**config.mk**
```make
export PLATFORM = sky130hd
export DESIGN_NAME = lpc_coeff_quantizer
export DESIGN_NICKNAME = d
export VERILOG_FILES = /design/src/rtl/lpc_coeff_quantizer.sv
export SDC_FILE = /design/constraint.sdc
export NUM_CORES = 1
export LEC_CHECK = 0
export ABC_AREA = 1
export CAP_MARGIN = 20
export CORE_ASPECT_RATIO = 1.5
export CORE_MARGIN = 2
export CORE_UTILIZATION = 40
export CTS_CLUSTER_SIZE = 25
export DETAILED_ROUTE_END_ITERATION = 12
export HOLD_SLACK_MARGIN = 0.05
export PLACE_DENSITY = 0.53
export SYNTH_ARGS = -nofsm -noshare
export SYNTH_HDL_FRONTEND = slang
export SYNTH_SLANG_ARGS = --single-unit
```
**constraint.sdc**
```tcl
create_clock -name iClock -period 12.8 [get_ports iClock]
set_input_delay 1.92 -clock iClock [delete_from_list [all_inputs] [get_ports iClock]]
set_output_delay 1.92 -clock iClock [all_outputs]
set_load 0.005 [all_outputs]
```
**src/rtl/lpc_coeff_quantizer.sv**
```systemverilog
`default_nettype none
// ============================================================================
// Module   : lpc_coeff_quantizer
// Purpose  : Captures a burst of IEEE-754 single LPC coefficients. When the
//            Durbin stage finishes, the block picks one common shift from the
//            largest exponent. It then emits every coefficient as a rounded,
//            saturated signed PRECISION-bit integer, one per cycle.
// Options  : LPC_QUANT_ERROR_FEEDBACK_EN - when defined, the rounding residual
//            of each coefficient is carried into the next one in index order.
// Revision : 1.0 - initial release
// ============================================================================
module lpc_coeff_quantizer #(
  parameter int MAX_ORDER = 12,
  parameter int PRECISION = 15,
  parameter int MAX_SHIFT = 15,
  parameter int FRAC_BITS = 16
) (
  input  logic                 iClock,
  input  logic                 iReset,
  input  logic                 iEnable,
  input  logic [31:0]          iModel,
  input  logic                 iValid,
  input  logic                 iDone,
  output logic [PRECISION-1:0] oCoeff,
  output logic [3:0]           oIndex,
  output logic [3:0]           oShift,
  output logic [3:0]           oOrder,
  output logic                 oValid,
  output logic                 oOverflow,
  output logic                 oDone
);

  // Magnitude keeps PRECISION integer bits plus headroom above FRAC_BITS
  // fraction bits. The signed sum adds a sign bit and room for the residual.
  localparam int MAG_W = PRECISION + FRAC_BITS + 2;
  localparam int SUM_W = MAG_W + 2;

  localparam logic [3:0]             ORDER_LIM    = 4'(MAX_ORDER);
  localparam logic [SUM_W-1:0]       HALF_LSB     = SUM_W'(1) << (FRAC_BITS - 1);
  localparam logic [SUM_W-1:0]       POS_LIM      = SUM_W'((2 ** (PRECISION - 1)) - 1);
  localparam logic [SUM_W-1:0]       NEG_LIM      = SUM_W'(2 ** (PRECISION - 1));
  localparam logic [PRECISION-1:0]   COEFF_MAX    = {1'b0, {(PRECISION - 1){1'b1}}};
  localparam logic [PRECISION-1:0]   COEFF_MIN    = {1'b1, {(PRECISION - 1){1'b0}}};
  localparam logic signed [10:0]     SHIFT_TARGET = 11'(PRECISION - 2);
  localparam logic signed [10:0]     SHIFT_LIM    = 11'(MAX_SHIFT);
  localparam logic signed [10:0]     ALIGN_BIAS   = 11'(FRAC_BITS - 150);
  localparam logic signed [10:0]     ALIGN_MAX    = 11'(MAG_W - 24);

  typedef enum logic [2:0] {
    S_IDLE    = 3'd0,
    S_CAPTURE = 3'd1,
    S_SCAN    = 3'd2,
    S_SHIFT   = 3'd3,
    S_QUANT   = 3'd4,
    S_DONE    = 3'd5
  } state_t;

  state_t state, state_next;

  logic [31:0]               coeff_mem [MAX_ORDER];
  logic [3:0]                count, count_after, wr_ptr, idx;
  logic                      prev_valid, capture_en, wr_en, last_item;
  logic signed [9:0]         emax, scan_ev;
  logic                      any_nz;
  logic [31:0]               rd_word;
  logic                      rd_sign;
  logic [7:0]                rd_exp;
  logic [22:0]               rd_mant;
  logic signed [10:0]        shift_raw, align;
  logic [10:0]               neg_align;
  logic [3:0]                shift_calc;
  logic [MAG_W-1:0]          mant_ext, mag;
  logic signed [SUM_W-1:0]   f_signed, sum;
  logic                      sum_neg;
  logic [SUM_W-1:0]          abs_sum, q_mag;
  logic [PRECISION-1:0]      q_coeff;
  logic                      q_sat;
  logic signed [FRAC_BITS-1:0] res;

  // Burst bookkeeping: a fresh run of iValid restarts at index 0, overflow words are dropped
  always_comb begin
    capture_en  = iEnable && iValid && (state == S_IDLE || state == S_CAPTURE);
    wr_ptr      = prev_valid ? count : 4'd0;
    wr_en       = capture_en && (wr_ptr < ORDER_LIM);
    count_after = count;
    if (capture_en) begin
      count_after = wr_en ? (wr_ptr + 4'd1) : wr_ptr;
    end
    last_item   = (idx == (count - 4'd1));
  end

  // Coefficient buffer write port
  always_ff @(posedge iClock) begin
    if (wr_en) begin
      coeff_mem[wr_ptr] <= iModel;
    end
  end

  // FSM state register
  always_ff @(posedge iClock or posedge iReset) begin
    if (iReset) begin
      state <= S_IDLE;
    end else begin
      state <= state_next;
    end
  end

  // FSM next-state logic; an empty buffer on iDone skips straight to DONE
  always_comb begin
    state_next = state;
    if (iEnable) begin
      case (state)
        S_IDLE: begin
          if (iDone) begin
            state_next = (count_after == 4'd0) ? S_DONE : S_SCAN;
          end else if (capture_en) begin
            state_next = S_CAPTURE;
          end
        end
        S_CAPTURE: if (iDone) state_next = S_SCAN;
        S_SCAN:    if (last_item) state_next = S_SHIFT;
        S_SHIFT:   state_next = S_QUANT;
        S_QUANT:   if (last_item) state_next = S_DONE;
        S_DONE:    state_next = S_IDLE;
        default:   state_next = S_IDLE;
      endcase
    end
  end

  // Decode, shift selection, alignment, rounding and saturation of the word at idx
  always_comb begin
    rd_word   = coeff_mem[idx];
    rd_sign   = rd_word[31];
    rd_exp    = rd_word[30:23];
    rd_mant   = rd_word[22:0];
    scan_ev   = $signed({2'b00, rd_exp}) - 10'sd127;

    shift_raw = SHIFT_TARGET - {emax[9], emax};
    if (!any_nz || (shift_raw < 0)) begin
      shift_calc = 4'd0;
    end else if (shift_raw > SHIFT_LIM) begin
      shift_calc = 4'(MAX_SHIFT);
    end else begin
      shift_calc = shift_raw[3:0];
    end

    // Bit position of the hidden 1 relative to the fixed-point LSB
    align     = $signed({3'b000, rd_exp}) + $signed({7'b0000000, oShift}) + ALIGN_BIAS;
    neg_align = -align;
    mant_ext  = {{(MAG_W - 24){1'b0}}, 1'b1, rd_mant};
    if (rd_exp == 8'd0) begin
      mag = '0;
    end else if (rd_exp == 8'hFF) begin
      mag = '1;
    end else if (align < 0) begin
      mag = (neg_align >= 11'd24) ? '0 : (mant_ext >> neg_align);
    end else if (align > ALIGN_MAX) begin
      mag = '1;
    end else begin
      mag = mant_ext << align;
    end

    f_signed = $signed({2'b00, mag});
    if (rd_sign) begin
      f_signed = -f_signed;
    end
    sum     = f_signed + {{(SUM_W - FRAC_BITS){res[FRAC_BITS-1]}}, res};
    sum_neg = sum[SUM_W-1];
    abs_sum = sum_neg ? -sum : sum;
    q_mag   = (abs_sum + HALF_LSB) >> FRAC_BITS;

    q_sat   = 1'b0;
    if (!sum_neg && (q_mag > POS_LIM)) begin
      q_coeff = COEFF_MAX;
      q_sat   = 1'b1;
    end else if (sum_neg && (q_mag > NEG_LIM)) begin
      q_coeff = COEFF_MIN;
      q_sat   = 1'b1;
    end else begin
      q_coeff = sum_neg ? PRECISION'(-q_mag) : PRECISION'(q_mag);
    end
  end

`ifdef LPC_QUANT_ERROR_FEEDBACK_EN
  // Residual carry: q is a whole number of FRAC_BITS units, so s - q keeps the low bits of s
  always_ff @(posedge iClock or posedge iReset) begin
    if (iReset) begin
      res <= '0;
    end else if (iEnable) begin
      if (state == S_SHIFT) begin
        res <= '0;
      end else if (state == S_QUANT) begin
        res <= sum[FRAC_BITS-1:0];
      end
    end
  end
`else
  assign res = '0;
`endif

  // Counters, exponent scan and registered outputs
  always_ff @(posedge iClock or posedge iReset) begin
    if (iReset) begin
      count      <= 4'd0;
      prev_valid <= 1'b0;
      idx        <= 4'd0;
      emax       <= '0;
      any_nz     <= 1'b0;
      oCoeff     <= '0;
      oIndex     <= 4'd0;
      oShift     <= 4'd0;
      oOrder     <= 4'd0;
      oValid     <= 1'b0;
      oOverflow  <= 1'b0;
      oDone      <= 1'b0;
    end else if (iEnable) begin
      prev_valid <= iValid && (state == S_IDLE || state == S_CAPTURE);
      count      <= count_after;
      oValid     <= 1'b0;
      oDone      <= 1'b0;
      case (state)
        S_IDLE, S_CAPTURE: begin
          idx    <= 4'd0;
          any_nz <= 1'b0;
          emax   <= '0;
          if (iDone) begin
            oOverflow <= 1'b0;
            if (state_next == S_DONE) begin
              oOrder <= 4'd0;
              oShift <= 4'd0;
            end
          end
        end
        S_SCAN: begin
          if (rd_exp != 8'd0) begin
            any_nz <= 1'b1;
            if (!any_nz || (scan_ev > emax)) begin
              emax <= scan_ev;
            end
          end
          idx <= last_item ? 4'd0 : (idx + 4'd1);
        end
        S_SHIFT: begin
          oShift <= shift_calc;
          oOrder <= count;
          idx    <= 4'd0;
        end
        S_QUANT: begin
          oValid <= 1'b1;
          oCoeff <= q_coeff;
          oIndex <= idx;
          if (q_sat) begin
            oOverflow <= 1'b1;
          end
          idx <= last_item ? 4'd0 : (idx + 4'd1);
        end
        S_DONE: begin
          oDone <= 1'b1;
        end
        default: ;
      endcase
    end
  end

endmodule
`default_nettype wire
```
==> flow_summary.ini, run 1 <==
[sta]
max_clock_freq_ghz = 0.0921
slew_viol_final = 0
rsz0062_at_grt = no
hold_violations = 0
setup_viol = 0
worst_pin_slew_ps = 928
period_share_pct = 84.8
clock-skew-final_ps = 14.5
final.min_clock_period_ps = 10860
relSlewSlack_pct = 37.5
tns_ps = 0

[die]
die_x_um = 211
placementRows = 113
ioPinCount = 67
fp.dieH_um = 314
die_area_um2 = 66400
start_util_pct = 40.5
core_area_um2 = 63500

[clock_network]
clk_pin_slew_ps = 60
htree_num_levels = 2
cts_buffer_depth = 3
post_cts_buffers = 0
insertion_delay_ps = 570
cts_inserted_buffers = 43
cts_tree = yes
holdBufCountCts = 0
cts_resized = 0
cts_sinks = 436
cts-root-buf = clkbuf_16

[logic_synthesis]
synth_common_cells = nand2_1 (847), nand3_1 (403), edfxtp_1 (384)
synth_cell_types = 68
synth_top_area_share_pct = 44.9
synth.avg_cell_area_um2 = 8.50
syn-instance-count = 3025
synth-edff-count = 384
yosysMostFrequentCell = nand2_1
ys_top_cells_by_area = edfxtp_1 (45%), nand2_1 (12%), nand3_1 (7.8%)
synth_warnings = 0
syn_area_um2 = 25700
yosysTopAreaCell = edfxtp_1
ys_ff_latch = 436
ys_seq_area_share_pct = 49.9
ys.flop_type = edfxtp_1
async_reset_ff_share_pct = 11.9
syn_nets = 3094

[global_routing]
grt_max_degree = 75
antenna_found_initial = 3
grt_pass1_wl_um = 122000
gr-total-overflow = 0
grt_pass1_vias = 21000
grtUsageTotal_pct = 23.9

[min_path]
hold_path_class = flip-flop to flip-flop

[routing]
vias = 21500
drt-initial-drc-count = 1662
drt-pass1-iter-count = 8
viasPerCell = 5.56
drc = 0
drt.antenna.violating_nets = 0
wirelength_um = 79600
wire_per_inst_um = 20.6

[critical_path]
critPathRequiredTime_ps = 13240
critPathKind = flip-flop to flip-flop
reg2reg_setup_slack_ps = 1940
start_kind = flip-flop
crit_fanout = 61
cpMostUsedCell = nand2_1
cp.arrival_ps = 11300
max_stage_delay_ps = 740
slowest_stage = dfrtp_4
critPathCaptureType = flip-flop

[placement]
postPlaceCellArea_um2 = 26800
port-buffer-count = 66
placed_cells = 3785
place_congestion = 0.912
dp_hpwl_um = 54400

[final_layout]
drive_gt1_share_pct = 9.55
area_growth_pct = 9.87
layout.cells.non_filler = 3865
num-fill-cells = 6214
nNetsFinal = 3097
design_area_um2 = 28200

[outcome]
status = finished clean

[run]
maxCapViolCount = 0
[layout by cell type, fill, tap and decap left out, types with 21 or more instances in the layout]
cell type        Yosys  final
nand2_1            847    847
nand3_1            403    403
edfxtp_1           384    384
nor2_1             222    217
inv_1              207    206
a21oi_1            163    163
o21ai_0            106    105
clkdlybuf4s50_1      0     66
nand2_2             57     57
nand4_1             57     57
dfrtp_1             52     49
clkbuf_16            0     43
buf_4               19     42
a221oi_1            38     38
ha_1                31     31
nor2_2              29     29
inv_2               21     22
xor2_1              21     21
o21ai_1             20     21
[worst max-delay path: cells and delay by family, from the launching register on]
| kind | cells | cell delay (ps) |
|---|---|---|
| AND/OR/NAND/NOR | 34 | 4580 |
| buffers and inverters | 13 | 2560 |
| AO/OA/AOI/OAI | 8 | 1410 |
| adder cells (fa/ha/maj) | 4 | 1350 |
| flip-flops | 1 | 740 |
[registers in the layout, indices dropped and copies added (netlist names)]
register,flops
count,4
oOrder,4
idx,4
oShift,4
oCoeff,15
prev_valid,1
oIndex,4
oValid,1
emax,9
oDone,1
coeff_mem,384
state,3
oOverflow,1
any_nz,1
[per-layer routing]
layer,vias to the layer above,wire (µm),GRT usage [%]
met5,-,31,0
met4,4,4070,11.7
met3,171,3080,3.06
met2,523,41200,43.9
met1,10400,31200,27.3
li1,10400,-,-
[cells by family (layout without fill, tap and decap cells)]
logic type | after synthesis | in the layout | share of synthesized area, %
DFF | 436 | 436 | 49.9
xor gates and xnor gates | 28 | 28 | 0.983
and+or+nand+nor | 1713 | 1713 | 30.2
buffers and inverters | 388 | 422 | 7.16
AOI/OAI and AO/OA | 428 | 428 | 10.2
other | 0 | 1 | 0
adders and majority gates | 32 | 32 | 1.59
[through the flow]
stage	utilization, %	setup WS, ps	hold slack [ps]
2_1_floorplan	-	3970	472
3_3_place_gp	42.3	2300	477
3_5_place_dp	42.3	2100	478
4_1_cts	44.5	2070	495
5_1_grt	44.5	926	528
6_report	44.5	1940	484
[cell type report]
cell class / instances / area [µm²] / share of cell area [%]
clock buffers: 50 / 1100 / 3.90
inverters: 235 / 895 / 3.17
multi-input cells: 2201 / 11100 / 39.3
flip-flops and latches: 436 / 12800 / 45.5
diodes: 1 / 2.50 / 0.00886
repair buffers: 111 / 996 / 3.53
well taps: 805 / 1010 / 3.57
clock inverters: 26 / 292 / 1.03
[final timing paths]
path | to | cells past startpoint | from
setup / recovery | oCoeff[3] | 59 | idx[0]
hold / removal | oDone | 2 | oDone
setup reg to reg | oCoeff[3] | 59 | idx[0]
hold reg to reg | oDone | 2 | oDone
max in group asynchronous | idx[0] | 3 | iReset
min in group asynchronous | oCoeff[6] | 3 | iReset
Power of run 1 is not shown: default switching activity piles up to over one toggle a cycle in this logic, so the estimate is an artifact.
==> inputs of run 2 (changes only) <==
- clock period: 12.8 -> 10.3 ns (I/O delays scaled with it)
==> run 2 against run 1 <==
- flip-flop and latch count unchanged
- sequential share of layout area increased by 0.054 points
- cell count increased by 0.10%
- critical path type unchanged
- worst setup slack got worse by 830 ps
==> flow_summary.ini, run 2 (synthesis gave the netlist of run 1 again) <==
[sta]
period_share_pct = 89.2
clock-skew-final_ps = 27.6
tns_ps = 0
final.min_clock_period_ps = 9190
relSlewSlack_pct = 15.3
worst_pin_slew_ps = 1260
setup_viol = 0
max_clock_freq_ghz = 0.109
slew_viol_final = 0
hold_violations = 0
rsz0062_at_grt = no

[final_layout]
nNetsFinal = 3100
final_common_cell = nand2_1
regMostFlops = coeff_mem
layout_common_cells = nand2_1 (847), nand3_1 (403), edfxtp_1 (384), nor2_1 (217), inv_1 (206)
area_growth_pct = 9.74
reg_top3 = coeff_mem: 384 flops, oCoeff: 15 flops, emax: 9 flops
largest_register_ffs = 384
drive_gt1_share_pct = 9.53

[critical_path]
critPathKind = flip-flop to flip-flop
critPathTopFamily = simple AND/OR/NAND/NOR gates
critPathRequiredTime_ps = 10820
slowest_stage = dfrtp_4
critPathCaptureType = flip-flop
cpMostUsedCell = nand2_1
crit_fanout = 34
max_stage_delay_ps = 680
cp.arrival_ps = 9710
start_kind = flip-flop
critical_path_buf_inv_count = 14

[clock_network]
cts_tree = yes
insertion_delay_ps = 600
holdBufCountCts = 0
cts_inserted_buffers = 43
htree_num_levels = 2
cts-root-buf = clkbuf_16
cts_buffer_depth = 3
clk_pin_slew_ps = 60
cts_sinks = 436

[die]
die_x_um = 211
die_area_um2 = 66400
placementRows = 113
ioPinCount = 67
fp.dieH_um = 314
start_util_pct = 40.5
core_area_um2 = 63500

[routing]
viasPerCell = 5.59
drc = 0
drt-initial-drc-count = 1602
drt-pass1-iter-count = 5
wire_per_inst_um = 20.5
drt.antenna.violating_nets = 0
vias = 21600
wirelength_um = 79300

[run]
maxCapViolCount = 0

[placement]
place_congestion = 0.932
port-buffer-count = 66
dp_hpwl_um = 53100

[global_routing]
grt_pass1_vias = 20900
antenna_found_initial = 3
grt_pass1_wl_um = 122000
gr-total-overflow = 0
grtUsageTotal_pct = 23.8
grt_max_degree = 78

[outcome]
status = finished clean

[min_path]
hold_path_class = flip-flop to flip-flop
-- run 2: cell types whose count changed in the layout (fill, tap and decap cells not counted), moves of 2 or more --
cell | previous run | this run
clkbuf_1 | 7 | 10
bufinv_16 | 6 | 1
clkinv_2 | 2 | 5
o21ai_0 | 105 | 103
o21ai_1 | 21 | 23
clkinvlp_4 | 3 | 1
clkbuf_4 | 2 | 0
inv_16 | 0 | 2
buf_4 | 42 | 46
-- run 2: what timing repair did --
| action | 4_1_cts | 5_1_grt |
|---|---|---|
| gates resized for setup | 0 | 4 |
| buffers inserted | 0 | 1 |
| endpoints found under the setup margin | 0 | 16 |
-- run 2: worst paths after layout --
check / startpoint / to / slack (ps) / cells after the start
max in group asynchronous: iReset / idx[3] / 8480 / 3
setup / recovery: idx[0] / oCoeff[12] / 1110 / 60
hold / removal: oIndex[1] / oIndex[1] / 480 / 2
hold reg to reg: oIndex[1] / oIndex[1] / 480 / 2
setup reg to reg: idx[0] / oCoeff[12] / 1110 / 60
min in group asynchronous: iReset / state[0] / 1280 / 2
-- run 2: per-layer routing --
layer / wire, µm / track usage (%) / share of wire (%)
met2: 40600 / 42.6 / 51
met4: 4360 / 12.3 / 5.5
met1: 31500 / 28.0 / 40
met5: 30 / 0 / 0.038
met3: 2830 / 2.39 / 3.6
-- run 2: worst min-delay path, stage by stage, from the launching register on --
cell	delay, ps
dfrtp_1	340
nand2_1	50
o21ai_0	60
-- run 2: final cells by class --
class / instances / area, µm²
Tap cell: 805 / 1010
Multi-Input combinational cell: 2201 / 11100
Antenna cell: 1 / 2.50
Clock buffer: 53 / 1110
Timing Repair Buffer: 114 / 1050
Fill cell: 6169 / 35300
Inverter: 235 / 897
Sequential cell: 436 / 12800
Clock inverter: 24 / 181
-- run 2: metrics by stage --
stage / setup slack [ps] / std cells / hold slack (ps) / cell area, µm² / util (%)
2_1_floorplan: 1470 / 3025 / 472 / 25700 / -
3_3_place_gp: 856 / 3789 / 472 / 26900 / 42.3
3_5_place_dp: 729 / 3790 / 474 / 26900 / 42.3
5_1_grt: 74.0 / 3869 / 518 / 28200 / 44.4
6_report: 1110 / 3869 / 485 / 28200 / 44.4
4_1_cts: 699 / 3867 / 488 / 28200 / 44.4
Power of run 2 is left out for the same reason.
